### config.mk
export PLATFORM = sky130hd
export DESIGN_NAME = mux_sel_sequencer
export DESIGN_NICKNAME = d
export VERILOG_FILES = /design/src/rtl/mux_sel_sequencer.sv
export SDC_FILE = /design/constraint.sdc
export NUM_CORES = 1
export LEC_CHECK = 0
export ABC_CLOCK_PERIOD_IN_PS = 4300
export CAP_MARGIN = 10
export CORE_ASPECT_RATIO = 0.6
export CORE_MARGIN = 1
export CORE_UTILIZATION = 25
export DETAILED_ROUTE_END_ITERATION = 7
export DONT_BUFFER_PORTS = 1
export GPL_ROUTABILITY_DRIVEN = 0
export REMOVE_ABC_BUFFERS = 1
export SLEW_MARGIN = 15
export SYNTH_ARGS = -nofsm -noshare
export SYNTH_HDL_FRONTEND = slang
export SYNTH_SLANG_ARGS = --single-unit
### constraint.sdc
create_clock -name clk -period 4.3 [get_ports clk]
set_input_delay 1.075 -clock clk [delete_from_list [all_inputs] [get_ports clk]]
set_output_delay 1.075 -clock clk [all_outputs]
set_load 0.05 [all_outputs]
### src/rtl/mux_sel_sequencer.sv
`default_nettype none
// ============================================================================
//  Module      : mux_sel_sequencer
//  Description : Upstream controller for an 8:1 mux parallel-to-serial stage.
//                Accepts 8-bit words over a valid/ready handshake, holds the
//                word on `word`, and steps `sel` through all 8 positions (one
//                per unpaused cycle) with sof/eof framing and optional
//                inter-word gap cycles.
//  Parameters  : GAP_CYCLES - idle cycles after eof before next accept (0..15)
//                DIR        - 0: sel counts 0->7, 1: sel counts 7->0
//  Ports       : clk, rst (async, active-high)
//                in_valid/in_data/in_ready - upstream word handshake
//                hold      - pauses sel/count while shifting
//                word      - registered word feeding the mux data inputs
//                sel       - mux select
//                bit_valid - mux output carries a valid serial bit
//                sof/eof   - first/last bit strobes
//                busy      - not idle
//  Revision    : 1.0 - initial release
// ============================================================================
module mux_sel_sequencer #(
    parameter int unsigned GAP_CYCLES = 0,
    parameter bit          DIR        = 1'b0
) (
    input  logic       clk,
    input  logic       rst,
    input  logic       in_valid,
    input  logic [7:0] in_data,
    output logic       in_ready,
    input  logic       hold,
    output logic [7:0] word,
    output logic [2:0] sel,
    output logic       bit_valid,
    output logic       sof,
    output logic       eof,
    output logic       busy
);

    generate
        if (GAP_CYCLES > 15) begin : g_gap_range_err
            $error("mux_sel_sequencer: GAP_CYCLES must be in 0..15");
        end
    endgenerate

    localparam bit         c_NO_GAP   = (GAP_CYCLES == 0);
    localparam logic [3:0] c_GAP_LOAD = (GAP_CYCLES > 0) ? 4'(GAP_CYCLES - 1) : 4'd0;

    typedef enum logic [1:0] {
        S_IDLE  = 2'd0,
        S_SHIFT = 2'd1,
        S_GAP   = 2'd2
    } state_t;

    state_t     r_state;
    state_t     w_state_nxt;
    logic [2:0] r_cnt;
    logic [2:0] w_cnt_nxt;
    logic [3:0] r_gap_cnt;
    logic [3:0] w_gap_nxt;
    logic [7:0] r_word;

    logic       w_bit_valid;
    logic       w_eof;
    logic       w_ready;
    logic       w_xfer;

    assign w_bit_valid = (r_state == S_SHIFT) & ~hold;
    assign w_eof       = w_bit_valid & (r_cnt == 3'd7);
    // With no gap the next word may be taken on the eof edge, giving an
    // unbroken bit stream across words.
    assign w_ready     = ~rst & ((r_state == S_IDLE) | (c_NO_GAP & w_eof));
    assign w_xfer      = in_valid & w_ready;

    assign bit_valid = w_bit_valid;
    assign sof       = w_bit_valid & (r_cnt == 3'd0);
    assign eof       = w_eof;
    assign in_ready  = w_ready;
    assign busy      = (r_state != S_IDLE);
    assign sel       = DIR ? (3'd7 - r_cnt) : r_cnt;
    assign word      = r_word;

    always_ff @(posedge clk or posedge rst) begin
        if (rst) begin
            r_state   <= S_IDLE;
            r_cnt     <= 3'd0;
            r_gap_cnt <= 4'd0;
            r_word    <= 8'h00;
        end else begin
            r_state   <= w_state_nxt;
            r_cnt     <= w_cnt_nxt;
            r_gap_cnt <= w_gap_nxt;
            // Only loaded on a transfer, so the word never changes mid-word.
            if (w_xfer) begin
                r_word <= in_data;
            end
        end
    end

    always_comb begin
        w_state_nxt = r_state;
        w_cnt_nxt   = r_cnt;
        w_gap_nxt   = r_gap_cnt;
        case (r_state)
            S_IDLE: begin
                if (w_xfer) begin
                    w_state_nxt = S_SHIFT;
                    w_cnt_nxt   = 3'd0;
                end
            end
            S_SHIFT: begin
                if (!hold) begin
                    if (r_cnt != 3'd7) begin
                        w_cnt_nxt = r_cnt + 3'd1;
                    end else begin
                        w_cnt_nxt = 3'd0;
                        if (!c_NO_GAP) begin
                            w_state_nxt = S_GAP;
                            w_gap_nxt   = c_GAP_LOAD;
                        end else if (w_xfer) begin
                            w_state_nxt = S_SHIFT;
                        end else begin
                            w_state_nxt = S_IDLE;
                        end
                    end
                end
            end
            S_GAP: begin
                if (r_gap_cnt == 4'd0) begin
                    w_state_nxt = S_IDLE;
                end else begin
                    w_gap_nxt = r_gap_cnt - 4'd1;
                end
            end
            default: begin
                w_state_nxt = S_IDLE;
                w_cnt_nxt   = 3'd0;
                w_gap_nxt   = 4'd0;
            end
        endcase
    end

endmodule
`default_nettype wire
==> results of run 1 <==
-- layer usage --
layer	up-vias	GRT usage (%)	part of all wire [%]
met1	178	11.9	46
met3	0	5.88	8.3
met5	-	0	0
met2	15	17.6	46
met4	0	1.70	0
li1	165	-	-
-- worst reg2reg max path, stage by stage, from the launching register on --
cell,delay [ns]
dfrtp_1,0.70
ha_1,0.25
ha_1,0.24
nand2b_4,0.09
a21oi_4,0.31
mux2_2,0.38
-- through the flow --
step / setup slack (ns) / util (%)
2_1_floorplan: 0.757 / -
3_3_place_gp: 1.00 / 31.0
3_5_place_dp: 0.983 / 31.0
4_1_cts: 0.954 / 33.8
5_1_grt: 0.837 / 33.8
6_report: 0.961 / 33.8
-- flip-flops by register name, summed over array words and instances (netlist names) --
signal / cells
r_state: 1
sel: 3
word: 8
-- final timing paths --
path / start / endpoint / slack, ns / depth (start not counted)
worst max-delay path: r_state[0] / eof / 0.96 / 3
worst min-delay path: rst / word[2] / 0.74 / 1
worst max register to register: sel[0] / word[1] / 2.21 / 5
worst min register to register: sel[2] / sel[2] / 0.86 / 2
max in group asynchronous: rst / word[6] / 3.24 / 1
min in group clk: sel[2] / sel[2] / 0.86 / 2
-- cells by family after synthesis --
group	synth area share [%]
compound gates	8.75
fa+ha+maj	6.57
buf+inv	2.63
flops	52.5
mux	15.8
simple gates	13.8
-- cell type report --
cell class | count | area [um^2]
tap | 28 | 35.0
inverter | 4 | 15.0
clock buffer | 4 | 55.1
fill | 203 | 1320
timing repair buffer | 1 | 7.51
multi-input combinational | 29 | 262
sequential | 12 | 300
-- placed cells by master, fill, tap and decap left out, drive strengths merged --
master	n
ha	3
buf	1
nor3b	1
nand2	4
nand2b	5
clkbuf	4
dfrtp	12
o21ai	1
mux2	8
o211ai	1
a21oi	2
inv	4
o32ai	1
o31ai	1
and2	1
nor2	1
==> key figures, run 1 <==
Timing
  – RSZ-0062 raised after global routing: false
  – Hold Violations, Final: 0
  – Slew Viols, Final: 0
  – Fin crit period: 3.34 ns
  – Setup violations, final: 0
  – Fin Hold WS: 0.737 ns
  – Fmax: 299 MHz
  – Tcrit/Tclk final: 77.7%
  – Slew headroom: 43.1%
  – Measured slew at the worst slew-check pin: 0.849 ns
  – Post-Route Setup TNS: 0 ns
  – Setup Skew: 0.00235 ns

Routing
  – Vias/cell: 4.59
  – Residual DRC: 0
  – Routed Antenna Nets: 0
  – Routed wire per std cell: 14.4 um
  – DRT iter0 DRCs: 2
  – Vias: 358
  – Total wire length: 1120 um
  – Drt pass-1 iters: 3

Place
  – Port bufs: 0
  – Post-DP HPWL: 911 um
  – # placed instances: 74
  – Placed Area: 619 um^2

Setup path
  – CP Class: reg -> out
  – Delay of the slowest critical-path stage: 0.79 ns
  – Critical Path Fanout Max: 8
  – Startpoint types: flip-flop
  – Crit-path cells: nand2b_1 -> inv_1 -> and2_1
  – Delay-heaviest family, CP: flip-flops
  – Slowest-stage cell, CP: dfrtp_1
  – Crit path DAT: 2.26 ns
  – Element type at the critical path end: output pin
  – Buffer and inverter count on the worst path: 1
  – Worst path required time: 3.22 ns

Logic synthesis
  – Most area-consuming cells after synthesis: dfrtp_1, mux2_2, ha_1
  – Warnings from Yosys: 0
  – Seq/Total Area, Yosys: 52.5%
  – Cell with the most instances after synthesis: dfrtp_1
  – Area leader, netlist: dfrtp_1
  – Synth async-reset ratio: 100%
  – Number of synthesized register bits: 12
  – Post-synth top area share: 52.5%
  – Mapped Cells: 45
  – Top post-synthesis cells by count: dfrtp_1, mux2_2, inv_1, nand2_1
  – Post-Syn Area: 572 um^2
  – Main synth FF type: dfrtp_1
  – EDFF count, synth: 0
  – Synth cell types: 16
  – Syn Area/Cell: 12.7 um^2

Clock tree
  – CTS max path bufs: 2
  – Number of gates resized after cts: 0
  – H-tree levels: 1
  – Post-CTS setup buffer count: 0
  – CTS Hold Buffers Added: 0
  – CTS tree: done
  – Reg clk slew, reported paths: 0.05 ns
  – Clk Latency, worst-skew pair: 0.23 ns
  – Root Driver: clkbuf_8
  – TritonCTS Buffers: 3
  – Clock Sinks: 12

Layout
  – Synth-to-Final Area Change: 17.9%
  – Final Net Count: 66
  – Final std cells w/o fill: 78
  – Fraction of layout cells with a size suffix above 1: 34.0%
  – # diodes: 0
  – Fin area: 674 um^2

Die
  – Ports: 28
  – Initial cell density of the core: 28.6%
  – DIE WIDTH: 63.7 um
  – Cell Rows: 12
  – Core Footprint: 0.00200 mm^2
  – Die area: 0.00249 mm^2
  – Chip height: 39.0 um

Global routing
  – Tot GR Track Use: 10.4%
  – Initial antenna violation count: 0
  – Vias in the first global route: 370
  – Grt ovf: 0
  – Pin count of the biggest net entering global routing: 13
  – First-pass GRT wire length: 1810 um

Status
  – Status: finished clean

Hold path
  – Hold Path Class: in -> async

Run
  – Max Cap Viol: 0
Power of run 1 is left out: the tool's default activity adds up to more than one toggle a clock period on the data nets, which glitch-free logic cannot reach.
==> run 2: changes to the inputs <==
- ABC_CLOCK_PERIOD_IN_PS: 4300 -> 2900
- clock period: 4.3 -> 2.9 ns (I/O delays scaled with it)
==> run 2 against run 1 <==
Compared with the run above:
- clock skew down 0.0012 ns
- final cell count up 7.7%
- non-clock buffer count rose by 6
- count of clock-buffer cells in the layout did not move
- global-route usage grew 0.44 points
- hold slack got worse by 0.35 ns
- core utilization increased by 2.3 points
- cell area up 6.7%
- via count up 3.4%
- die area unchanged
- first-iteration DRC count rose to 4.5 times the previous value
- routed wire length is 1.2% lower
- largest cell class unchanged
==> key figures, run 2 (synthesis results as in run 1) <==
Layout
  – Max reg flops: 8 (unchanged)
  – Fraction of layout cells with a size suffix above 1: 41.1% (+7.1 points)
  – Most common cell after layout, fill and taps aside: dfrtp_1
  – # diodes: 0 (unchanged)
  – Most frequent cells in the layout: dfrtp_1, mux2_2, buf_4
  – Synth-to-Final Area Change: 25.8%
  – Final Net Count: 72 (+9.1%)

Routing
  – Total wire length: 1110 um (-1.2%)
  – Vias/cell: 4.40 (-4.0%)
  – Residual DRC: 0 (unchanged)
  – Drt pass-1 iters: 3 (unchanged)
  – Routed wire per std cell: 13.2 um (-8.2%)
  – DRT iter0 DRCs: 9 (+7)
  – Routed Antenna Nets: 0 (unchanged)
  – Vias: 370 (+3.4%)

Die
  – Cell Rows: 12 (unchanged)
  – Chip height: 39.0 um (unchanged)
  – Core Footprint: 0.00200 mm^2 (unchanged)
  – Ports: 28 (unchanged)
  – DIE WIDTH: 63.7 um (unchanged)
  – Die area: 0.00249 mm^2 (unchanged)
  – Initial cell density of the core: 28.6% (unchanged)

Timing
  – Measured slew at the worst slew-check pin: 0.549 ns (-0.300 ns)
  – Fin crit period: 2.46 ns
  – Tcrit/Tclk final: 84.7%
  – Hold Violations, Final: 0 (unchanged)
  – Fmax: 407 MHz
  – Setup violations, final: 0 (unchanged)
  – Setup Skew: 0.00120 ns (-0.00115 ns)
  – Slew Viols, Final: 0 (unchanged)
  – Slew headroom: 63.4% (+20 points)
  – Post-Route Setup TNS: 0 ns (unchanged)
  – RSZ-0062 raised after global routing: false

Setup path
  – Element type at the critical path end: output pin
  – Crit-path cells: ha_1 -> nand2b_4 -> a21oi_1 -> buf_4
  – Slowest-stage cell, CP: dfrtp_1
  – Delay of the slowest critical-path stage: 0.69 ns (-0.10 ns)
  – Startpoint types: flip-flop
  – Worst path required time: 2.17 ns (-1.05 ns)
  – Critical Path Fanout Max: 4 (-4)
  – CP Class: reg -> out
  – Crit path DAT: 1.73 ns (-0.53 ns)

Global routing
  – Vias in the first global route: 382 (+3.2%)
  – Initial antenna violation count: 0 (unchanged)
  – Grt ovf: 0 (unchanged)
  – Pin count of the biggest net entering global routing: 13 (unchanged)
  – First-pass GRT wire length: 1850 um (+2.3%)
  – Tot GR Track Use: 10.9% (+0.44 points)

Clock tree
  – CTS tree: done
  – TritonCTS Buffers: 3 (unchanged)
  – H-tree levels: 1 (unchanged)
  – Clock Sinks: 12 (unchanged)
  – CTS max path bufs: 2 (unchanged)
  – CTS Hold Buffers Added: 0 (unchanged)
  – Root Driver: clkbuf_8
  – Number of gates resized after cts: 0 (unchanged)
  – Clk Latency, worst-skew pair: 0.24 ns (about the same)
  – Reg clk slew, reported paths: 0.05 ns (about the same)
  – Post-CTS setup buffer count: 0 (unchanged)

Status
  – Status: finished clean

Run
  – Max Cap Viol: 0 (unchanged)

Place
  – Post-DP HPWL: 874 um (-4.0%)
  – Port bufs: 0 (unchanged)

Hold path
  – Hold Path Class: in -> async
-- run 2: cell types whose count changed in the layout (fill, tap and decap cells not counted) --
cell | previous run | this run
buf_4 | 1 | 7
-- run 2: area by class of cell --
class	instances	area, um^2
Timing Repair Buffer	7	52.6
Clock buffer	4	55.1
Sequential cell	12	300
Tap cell	28	35.0
Inverter	4	15.0
Fill cell	200	1280
Multi-Input combinational cell	29	262
-- run 2: path summary, 6_finish.rpt --
kind                                 start  depth (start not counted)        to  slack [ns]
worst max-delay path                sel[2]                          4  in_ready        0.44
worst min-delay path                   rst                          1   word[4]        0.39
worst max register to register      sel[2]                          4   word[1]        0.98
worst min register to register      sel[0]                          2    sel[0]        0.68
max in group asynchronous              rst                          1   word[7]        2.19
min in group clk                in_data[4]                          1   word[4]        0.63
-- run 2: worst max-delay path, delay by kind of cell, from the launching register on --
kind	cells	cell delay, ns
fa+ha+maj	1	0.34
compound gates	1	0.16
buf+inv	1	0.22
flops	1	0.69
simple gates	1	0.09
-- run 2: per-stage QoR --
stage | hold WS [ns] | worst slack (ns) | util [%] | instance area [um^2] | cells
global placement | 0.653 | 0.740 | 33.3 | 664 | 80
finish | 0.387 | 0.444 | 36.0 | 719 | 84
floorplan | 0.590 | 0.0116 | - | 572 | 45
CTS | 0.403 | 0.433 | 36.0 | 719 | 84
detailed placement | 0.662 | 0.702 | 33.3 | 664 | 80
global route | 0.417 | 0.379 | 36.0 | 719 | 84
-- run 2: layer usage --
metal / up-vias / part of all wire [%] / global-route usage (%)
met3: 0 / 10 / 6.76
met1: 176 / 48 / 12.9
met4: 0 / 0 / 1.70
met5: - / 0 / 0
met2: 17 / 42 / 17.0
li1: 177 / - / -
Power of run 2 is left out for the same reason.
==> run 3: changes to the inputs <==
- ABC_CLOCK_PERIOD_IN_PS: 2900 -> 2000
- clock period: 2.9 -> 2 ns (I/O delays scaled with it)
==> run 3 against run 2 <==
Compared with the run above:
- setup slack got worse by 0.36 ns
- via count rose by 0.81%
- final cell count rose by 1.2%
- first-iteration DRC count fell by 33%
- sequential share of layout area fell by 2.1 points
- core utilization rose by 1.9 points
- largest cell class unchanged
- highest routed layer unchanged
==> key figures, run 3 (synthesis results as in run 1) <==
Setup path
  – Worst setup startpoint: sel[0]
  – Worst R2R Path Depth: 5 (+1)
  – Critical Path Fanout Max: 4 (unchanged)
  – Element type at the critical path end: output pin
  – Startpoint types: flip-flop
  – FF-to-FF End: word[1]
  – FF-to-FF setup slack: 0.40 ns (-0.58 ns)
  – Critical R2R Launch: sel[0]
  – Worst path required time: 1.50 ns (-0.67 ns)
  – Crit path DAT: 1.41 ns (-0.32 ns)
  – CP Class: reg -> out

Pwr
  – Final Power: 1.48 mW
  – Leakage: 0.342 nW
  – VDD IR max: 0.670 mV
  – Pwr dens: 1950 mW/mm^2

Timing
  – Hold Violations, Final: 0 (unchanged)
  – Setup violations, final: 0 (unchanged)
  – Fin crit period: 1.91 ns
  – RSZ-0062 raised after global routing: false
  – Measured slew at the worst slew-check pin: 0.479 ns (-0.0703 ns)
  – Tcrit/Tclk final: 95.7%
  – Slew headroom: 68.1% (+4.7 points)
  – Fmax: 522 MHz
  – Setup Skew: 0.00418 ns (+0.00298 ns)
  – Slew Viols, Final: 0 (unchanged)

Clock tree
  – Post-CTS setup buffer count: 0 (unchanged)
  – TritonCTS Buffers: 3 (unchanged)
  – Clk Latency, worst-skew pair: 0.24 ns (about the same)
  – H-tree levels: 1 (unchanged)
  – Clock Sinks: 12 (unchanged)
  – Root Driver: clkbuf_8
  – CTS max path bufs: 2 (unchanged)
  – CTS tree: done
  – Reg clk slew, reported paths: 0.05 ns (about the same)

Routing
  – DRT iter0 DRCs: 6 (-3)
  – Drt pass-1 iters: 3 (unchanged)
  – Total wire length: 1160 um (+4.6%)
  – Routed Antenna Nets: 0 (unchanged)
  – Vias/cell: 4.39 (-0.38%)
  – Residual DRC: 0 (unchanged)
  – Vias: 373 (+0.81%)
  – Routed wire per std cell: 13.6 um (+3.4%)

Layout
  – Fraction of layout cells with a size suffix above 1: 47.4% (+6.3 points)
  – Fill cells: 208 (+4.0%)
  – FF/Latch Area: 300 um^2 (unchanged)
  – Most common cell after layout, fill and taps aside: dfrtp_1
  – Most frequent cells in the layout: dfrtp_1, mux2_2, buf_4
  – Synth-to-Final Area Change: 32.6%
  – Final Net Count: 73 (+1.4%)
  – Max reg flops: 8 (unchanged)
  – # diodes: 0 (unchanged)
  – Final core utilization: 38.0% (+1.9 points)
  – Area of the multi-input gates: 280 um^2 (+7.2%)
  – Fin area: 758 um^2 (+5.4%)

Die
  – Ports: 28 (unchanged)
  – Die area: 0.00249 mm^2 (unchanged)
  – Core Footprint: 0.00200 mm^2 (unchanged)
  – Cell Rows: 12 (unchanged)
  – DIE WIDTH: 63.7 um (unchanged)
  – Chip height: 39.0 um (unchanged)
  – Initial cell density of the core: 28.6% (unchanged)

Global routing
  – Pin count of the biggest net entering global routing: 13 (unchanged)
  – First-pass GRT wire length: 1850 um (unchanged)
  – Vias in the first global route: 388 (+1.6%)
  – Tot GR Track Use: 11.0% (+0.13 points)
  – Grt ovf: 0 (unchanged)
  – Initial antenna violation count: 0 (unchanged)

Place
  – Placed Area: 684 um^2 (+3.0%)
  – Port bufs: 0 (unchanged)
  – Post-DP HPWL: 942 um (+7.7%)

Run
  – Max Cap Viol: 0 (unchanged)

Status
  – Status: finished clean

Hold path
  – Hold Path Class: in -> async
run 3: cell types whose count changed in the layout (fill, tap and decap cells not counted):
cell and delta:
ha_2 +1, a21oi_2 +1, buf_12 +1, a21oi_1 -1
ha_4 +1, ha_1 -2
run 3: layer usage:
layer | track usage, % | routed length (um) | up-vias
met1 | 12.9 | 583 | 179
met4 | 1.70 | 0 | 0
met3 | 6.76 | 118 | 0
met5 | 0 | 0 | -
li1 | - | - | 177
met2 | 17.6 | 456 | 17
run 3: worst max path at each step:
stage | to | slack, ns
4_1_cts | in_ready | 0.03
3_5_place_dp | in_ready | 0.30
6_report | sof | 0.09
2_1_floorplan | sof | -0.66
3_3_place_gp | in_ready | 0.31
5_1_grt | sof | 0.03
run 3: per-stage QoR:
stage | hold slack (ns) | instances | setup TNS (ns) | worst slack, ns
finish | 0.160 | 85 | 0 | 0.0854
global route | 0.192 | 85 | 0 | 0.0291
CTS | 0.174 | 85 | 0 | 0.0308
detailed placement | 0.435 | 81 | 0 | 0.297
global placement | 0.431 | 81 | 0 | 0.307
floorplan | 0.365 | 45 | -1.47 | -0.663
run 3: layout make-up:
| class | count | share of cell area, % |
|---|---|---|
| Clock buffer | 4 | 7.26 |
| Sequential cell | 12 | 39.6 |
| Multi-Input combinational cell | 29 | 37.0 |
| Tap cell | 28 | 4.62 |
| Timing Repair Buffer | 8 | 9.57 |
| Inverter | 4 | 1.98 |
run 3: worst max-delay path: stages (launching register included):
cell     delay (ns)
dfrtp_1        0.36
buf_4          0.22
inv_1          0.07
ha_1           0.19
nor3b_2        0.15
buf_4          0.19
run 3: repair_timing:
action                                  in CTS  in global routing
endpoints found under the hold margin        0                  0
resized for setup                            0                  4
hold buffers                                 0                  0
endpoints found under the setup margin       0                  1
run 3: report_power, final:
| group | switching, mW | total [mW] | leakage, nW | internal [mW] |
|---|---|---|---|---|
| logic | 0.311 | 0.512 | 0.169 | 0.201 |
| clock network | 0.0873 | 0.261 | 0.0288 | 0.174 |
| registers | 0.359 | 0.709 | 0.144 | 0.350 |
| total | 0.757 | 1.48 | 0.342 | 0.725 |
(Power assumes the default switching activity.)
